<file path="config.mk">
export PLATFORM = sky130hd
export DESIGN_NAME = grey_window_counter
export DESIGN_NICKNAME = d
export VERILOG_FILES = /design/src/rtl/grey_pkg.sv /design/src/rtl/sync_edge.sv /design/src/rtl/grey_window_counter.sv
export SDC_FILE = /design/constraint.sdc
export NUM_CORES = 1
export LEC_CHECK = 0
export CAP_MARGIN = 0
export CORE_MARGIN = 1
export CORE_UTILIZATION = 40
export DETAILED_ROUTE_END_ITERATION = 12
export PLACE_DENSITY_LB_ADDON = 0.25
export SYNTH_ARGS = -nofsm -noshare
export SYNTH_HDL_FRONTEND = slang
export SYNTH_SLANG_ARGS = --single-unit
</file>
<file path="constraint.sdc">
create_clock -name i_clk -period 2 [get_ports i_clk]
set_input_delay 0.4 -clock i_clk [delete_from_list [all_inputs] [get_ports i_clk]]
set_output_delay 0.4 -clock i_clk [all_outputs]
set_load 0.1 [all_outputs]
</file>
<file path="src/rtl/grey_pkg.sv">
// Shared types and Grey/binary helpers for the Grey-coded window counter.
// Helpers work on a wide vector; callers zero-extend and truncate to their width.
package grey_pkg;

    localparam int MIN_SYNC = 2;
    localparam int MAX_W    = 64;

    typedef enum logic [1:0] {
        IDLE    = 2'd0,
        MEASURE = 2'd1,
        DONE    = 2'd2
    } state_t;

    // Zero-extended inputs give correct results for any width up to MAX_W
    function automatic logic [MAX_W-1:0] bin2grey(input logic [MAX_W-1:0] b);
        return b ^ (b >> 1);
    endfunction

    function automatic logic [MAX_W-1:0] grey2bin(input logic [MAX_W-1:0] g);
        logic [MAX_W-1:0] b;
        b[MAX_W-1] = g[MAX_W-1];
        for (int i = MAX_W - 2; i >= 0; i--) begin
            b[i] = b[i+1] ^ g[i];
        end
        return b;
    endfunction

endpackage

</file>
<file path="src/rtl/sync_edge.sv">
// Multi-flop synchroniser for an asynchronous line plus rising-edge pulse.
// Pulse is high for one cycle when the synchronised line goes 0 -> 1.
module sync_edge
    import grey_pkg::*;
#(
    parameter int DEPTH = MIN_SYNC
) (
    input  logic clk,
    input  logic rst,
    input  logic line,
    output logic pulse
);

    logic [DEPTH-1:0] chain;
    logic             prev;

    // Shift the async line through the chain and remember the last output
    always_ff @(posedge clk) begin
        if (rst) begin
            chain <= '0;
            prev  <= 1'b0;
        end else begin
            chain <= {chain[DEPTH-2:0], line};
            prev  <= chain[DEPTH-1];
        end
    end

    assign pulse = chain[DEPTH-1] & ~prev;

endmodule

</file>
<file path="src/rtl/grey_window_counter.sv">
// Gated Grey-code event counter: counts synchronised rising edges over a
// programmable window, captures Grey/binary result and compares it.
module grey_window_counter
    import grey_pkg::*;
#(
    parameter int pWIDTH    = 10,
    parameter int pWIN_BITS = 8,
    parameter int pSYNC     = 2
) (
    input  logic                 i_clk,
    input  logic                 i_rst,
    input  logic                 i_cnt,
    input  logic                 i_start,
    input  logic [pWIN_BITS-1:0] i_win,
    input  logic [pWIDTH-1:0]    i_ret,
    output logic                 o_busy,
    output logic                 o_done,
    output logic [pWIDTH-1:0]    o_cnt,
    output logic [pWIDTH-1:0]    o_bin,
    output logic                 o_ovf,
    output logic [pWIDTH-1:0]    o_diff
);

    localparam int SYNC_DEPTH = (pSYNC < MIN_SYNC) ? MIN_SYNC : pSYNC;

    logic                 evt;
    state_t               state;
    logic [pWIN_BITS-1:0] win_left;
    logic [pWIDTH-1:0]    run_bin;
    logic                 run_ovf;
    logic [pWIDTH-1:0]    bin_next;
    logic                 ovf_next;

    sync_edge #(
        .DEPTH(SYNC_DEPTH)
    ) u_sync (
        .clk  (i_clk),
        .rst  (i_rst),
        .line (i_cnt),
        .pulse(evt)
    );

    // Next running count including an event in the current cycle
    always_comb begin
        bin_next = run_bin + pWIDTH'(evt);
        ovf_next = run_ovf | (evt & (&run_bin));
    end

    // Window state machine with registered busy/done/capture outputs
    always_ff @(posedge i_clk) begin
        if (i_rst) begin
            state    <= IDLE;
            win_left <= '0;
            run_bin  <= '0;
            run_ovf  <= 1'b0;
            o_busy   <= 1'b0;
            o_done   <= 1'b0;
            o_cnt    <= '0;
            o_bin    <= '0;
            o_ovf    <= 1'b0;
        end else begin
            o_done <= 1'b0;
            unique case (state)
                IDLE: begin
                    if (i_start) begin
                        run_bin <= '0;
                        run_ovf <= 1'b0;
                        if (i_win != '0) begin
                            win_left <= i_win;
                            state    <= MEASURE;
                            o_busy   <= 1'b1;
                        end else begin
                            state  <= DONE;
                            o_done <= 1'b1;
                            o_cnt  <= '0;
                            o_bin  <= '0;
                            o_ovf  <= 1'b0;
                        end
                    end
                end
                MEASURE: begin
                    run_bin  <= bin_next;
                    run_ovf  <= ovf_next;
                    win_left <= win_left - pWIN_BITS'(1);
                    if (win_left == pWIN_BITS'(1)) begin
                        state  <= DONE;
                        o_busy <= 1'b0;
                        o_done <= 1'b1;
                        o_cnt  <= pWIDTH'(bin2grey(MAX_W'(bin_next)));
                        o_bin  <= pWIDTH'(grey2bin(bin2grey(MAX_W'(bin_next))));
                        o_ovf  <= ovf_next;
                    end
                end
                DONE: begin
                    state <= IDLE;
                end
                default: begin
                    state <= IDLE;
                end
            endcase
        end
    end

    // Compare captured Grey value against the returned value every cycle
    always_ff @(posedge i_clk) begin
        if (i_rst) begin
            o_diff <= '0;
        end else begin
            o_diff <= o_cnt ^ i_ret;
        end
    end

endmodule
</file>
==> After elaboration in Yosys (flattened, before gate mapping) <==
Cells that the tools add are included.
{ "word_totals": {"reg_bits": 57, "in_bits": 22, "out_inout_bits": 33} }
{ "op_classes": {"n_addsub": 2, "eq_ne": 6, "mux": 29, "n_bitwise": 69, "reduce_logical": 9} }
{ "op_table": {"columns": ["operator", "count"], "rows": [
  ["10-bit case mux with 2 select lines", 3],
  ["1-bit XOR (second input constant)", 52],
  ["10-bit 2-to-1 mux", 5],
  ["8-bit 2-to-1 mux", 2],
  ["8-bit case mux with 2 select lines", 1],
  ["10-bit by 1-bit adder with 10-bit output", 1],
  ["1-bit 2-to-1 mux", 10],
  ["10-bit AND reduction", 1],
  ["1-bit XOR", 10],
  ["10-bit XOR", 1],
  ["10-bit by 9-bit XOR with 10-bit output", 1],
  ["8-bit by 1-bit equality test with 1-bit output (second input constant)", 1],
  ["2-bit != test (second input constant)", 4],
  ["1-bit case mux with 2 select lines", 4],
  ["4-bit AND reduction", 2],
  ["8-bit nonzero test", 1],
  ["8-bit by 1-bit subtractor with 8-bit output (second input constant)", 1],
  ["2-bit 2-to-1 mux", 3],
  ["2-bit case mux with 2 select lines", 1],
  ["2-bit AND reduction", 2],
  ["3-bit AND reduction", 1],
  ["1-bit bitwise AND", 2],
  ["2-bit by 1-bit equality test with 1-bit output (second input constant)", 1],
  ["2-bit zero test", 1],
  ["4 further kinds", 4]
]} }

==> Longest topological paths before layout <==
{ "depth": {"ltp_word": 64, "mapped_depth": 9} }

==> By module <==
A second synthesis with hierarchy kept.
{ "unflattened": {"hier_cells": 305, "hier_area_um2": 2571.2} }
{ "by_module_without_submodules": {"columns": ["module", "instances", "cells_each", "area_each_um2", "seq_area_each_um2"], "rows": [
  ["grey_window_counter", 1, 298, 2483.6, 1061.0],
  ["sync_edge", 1, 7, 87.6, 60.1]
]} }

==> Worst setup path before layout <==
No wires, ideal clock.
{ "synth_timing": {"kind": "reg2out", "startpoint": "register o_cnt[9]", "endpoint": "output port o_cnt[9]", "arrival_ns": 1.407, "required_ns": 1.600, "slack_ns": 0.193, "stages_incl_launch_ff": 2, "path_cell_list": "dfxtp_1 buf_4"} }
{ "synth_lines": {"columns": ["item", "line_no", "rtl"], "rows": [
  ["from (decl)", "grey_window_counter.sv:18", "output logic [pWIDTH-1:0] o_cnt,"],
  ["from (signal assigned)", "grey_window_counter.sv:89", "o_cnt <= pWIDTH'(bin2grey(MAX_W'(bin_next)));"]
]} }
No word-level cell between the ends.

==> Worst setup path after layout <==
{ "layout_timing": {"startpoint": "input port i_win[6]", "endpoint": "register o_bin[4]"} }
{ "layout_via": {"elab_chain_cells": 3} }
{ "layout_rtl": {"columns": ["item", "line_no", "rtl"], "rows": [
  ["from (decl)", "grey_window_counter.sv:14", "input logic [pWIN_BITS-1:0] i_win,"],
  ["8-bit nonzero test", "grey_window_counter.sv:68", "if (i_win != '0) begin"],
  ["2-bit != test (no source line)", null, null],
  ["4-bit AND reduction (no source line)", null, null],
  ["to (signal assigned)", "grey_window_counter.sv:90", "o_bin <= pWIDTH'(grey2bin(bin2grey(MAX_W'(bin_next))));"],
  ["to (decl)", "grey_window_counter.sv:19", "output logic [pWIDTH-1:0] o_bin,"]
]} }
No other way between the ends.
A chain may end at the register's enable or synchronous reset.

==> results_dict.tcl <==
set metrics [dict create \
    status "finished clean" \
    async_flop_share_pct 0 \
    initial_core_util_pct 42.0 \
    maxCapViolCount 0 \
    cts_max_path_buffers 2 \
    path_clk_slew_ns 0.10 \
    cp_slowest_cell "or4_1" \
    cp-start-kind "input port" \
    synthTopCellsByArea "dfxtp_1 (44%), xnor2_1 (8.0%), nor2_1 (6.4%)" \
    grt_pass1_vias 1984 \
    tritoncts "yes" \
    ant_nets 0 \
    fin_crit_ns 1.94 \
    end_kind "flip-flop" \
    dpl_cell_area_um2 3150 \
    fmax_mhz 514 \
    wl_per_cell_um 13.4 \
    hpwl_um 4140 \
    rsz0062_at_grt "no" \
    synthesis.nets 310 \
    p_comb_share_pct 19.8 \
    htreeDepth 2 \
    hold_viol_final 0 \
    cp.required_ns 2.24 \
    setup_viol 0 \
    ys_seq_elements 56 \
    finalClockSkew_ns 0.00663 \
    synth_edf_count 0 \
    vias 2180 \
    die_x_um 81.5 \
    synth_cells 283 \
    drive_above_1_share_pct 21.8 \
    p_sw_mw 0.675 \
    swShare_pct 29.4 \
    stdcell_area_um2 3290 \
    synth_common_cells "dfxtp_1 (56), nor2_1 (43), nand2_1 (23), xnor2_1 (23), a21oi_1 (21)" \
    internal_power_mw 1.62 \
    drt_iter0_drc 92 \
    viasPerCell 5.15 \
    area_growth_pct 30.1 \
    hold_path.class "reg -> reg" \
    irDropWorstVdd_mv 0.366 \
    ys.flop_type "dfxtp_1" \
    rows 28 \
    power_frac_clock_pct 28.2 \
    final_nets 374 \
    holdWs_ns 0.447 \
    cp_max_fo 4 \
    grt_start_max_net_pins 24 \
    die_y_um 81.5 \
    synth_seq_area_share_pct 44.3 \
    gp_congestion 0.799 \
    total_power_mw 2.29 \
    numPlacedInstances 415 \
    tightest_slew_ns 0.699 \
    fillers 572 \
    crit_top_cell "a21oi_1" \
    clk_latency_ns 0.31 \
    drv_slew 0 \
    synth_most_common_cell "dfxtp_1" \
    grt_use_total_pct 18.1 \
    port_buffers 54 \
    p_leak_nw 1.32 \
    slew-limit-headroom_pct 53.4 \
    crit_chain "clkdlybuf4s50_1 -> or4_1 -> nor2_4 -> a21oi_1 -> or3_1 -> a21oi_1" \
    diodes 0 \
    synth_top_area_share_pct 44.3 \
    coreArea_um2 6030 \
    io_pins 55 \
    cts_buffers 5 \
    instances_no_fill 423 \
    yosys_warnings 0 \
    synth_cell_types 44 \
    post-route-period-util_pct 97.2 \
    postCtsHoldBufs 0 \
    grt.overflow.total 0 \
    antenna_found_initial 0 \
    die-area_um2 6640 \
    wl_um 5650 \
    clock-sinks 56 \
    powerDensity_nw_per_um2 697 \
    tns_ns 0 \
    power_frac_seq_pct 52.1 \
    crit_type "in -> reg" \
    slowest_delay_ns 0.60 \
    cts_root_buf "clkbuf_8" \
    yosysTopAreaCell "dfxtp_1" \
    drc 0 \
    grt_pass1_wl_um 9270 \
    syn_avg_cell_area_um2 8.94 \
    cp.arrival_ns 2.19 \
    synth_area_um2 2530 \
    dr.pass1.iters 4 \
]
-- final cells by class --
class / count / area [µm²] / area share (%)
repair buffers: 73 / 608 / 18.5
well taps: 75 / 93.8 / 2.85
inverters: 4 / 15.0 / 0.456
multi-input cells: 207 / 1360 / 41.2
clock inverters: 2 / 13.8 / 0.418
clock buffers: 6 / 82.6 / 2.51
flip-flops and latches: 56 / 1120 / 34.1
-- kinds of logic (layout without fill, tap and decap cells) --
logic type      count (synthesis)  count (layout)  synth area share (%)
compound gates                 57              57                  15.5
xor+xnor                       30              30                  10.4
flops                          56              56                  44.3
fa+ha+maj                       5               5                  2.47
mux                             7               7                  2.82
buf+inv                        20              85                  3.76
simple gates                  108             108                  20.7
-- per-stage QoR --
stage / utilization [%] / worst slack [ns]
floorplan: - / 0.193
finish: 54.6 / 0.0561
global route: 54.6 / 0.00614
global placement: 52.3 / -0.249
CTS: 53.9 / 0.0226
detailed placement: 52.3 / -0.278
-- registers in the layout (all words and copies together), names as in the netlist, 2 cells and up --
signal,count
run_bin,10
win_left,8
state,2
o_diff,10
o_cnt,10
o_bin,9
u_sync.chain,2
-- final timing paths --
kind                     endpoint             from  cells after the start  slack, ns
hold / removal    u_sync.chain[1]  u_sync.chain[0]                      1       0.45
setup reg to reg         o_bin[4]      win_left[4]                      5       0.17
hold reg to reg   u_sync.chain[1]  u_sync.chain[0]                      1       0.45
setup / recovery         o_bin[4]         i_win[6]                      6       0.06
-- worst max-delay path, delay by kind of cell --
family	cells	cell delay (ns)
simple gates	3	1.11
buf+inv	1	0.41
compound gates	2	0.28
-- power by group through the flow --
stage	logic [mW]	clock network, mW	registers, mW
floorplan	0.217	0	1.30
global placement	0.443	0	1.22
detailed placement	0.449	0	1.22
CTS	0.450	0.674	1.19
global route	0.490	0.718	1.20
finish	0.453	0.646	1.19
-- what timing repair did --
action                                  CTS  global route
endpoints found under the hold margin     0             0
resized for setup                         0             8
endpoints found under the setup margin    0            18
setup buffers                             0             0
-- metal layers --
layer	global-route usage, %	up-vias	part of all wire [%]
met1	23.0	1016	48
met3	4.00	3	3.6
met5	0	-	0
met2	30.9	48	47
met4	4.46	0	0.46
li1	-	1113	-
-- cell usage in the layout, fill, tap and decap left out, types with 2 or more instances in the layout --
cell             Yosys  final
a22oi_1              9      9
and3_1               2      2
a32o_1               4      4
inv_1                4      4
nand2_1             23     23
a21bo_1              2      2
and4_1               5      5
dfxtp_1             56     56
and2_1               4      4
nor3_1               5      5
nor2b_1              5      4
xor2_2               0      2
o21ai_0              6      6
xnor2_1             23     22
nor2_1              43     42
mux2i_1              6      6
a21oi_1             21     21
nand3_1              8      8
clkdlybuf4s50_1      0     20
xor2_1               7      5
o2bb2ai_1            5      5
or3_1                2      2
ha_1                 5      5
or4_4                2      3
clkbuf_8             0      6
buf_4                4     51
No activity file was read; power rests on OpenSTA's default activity.
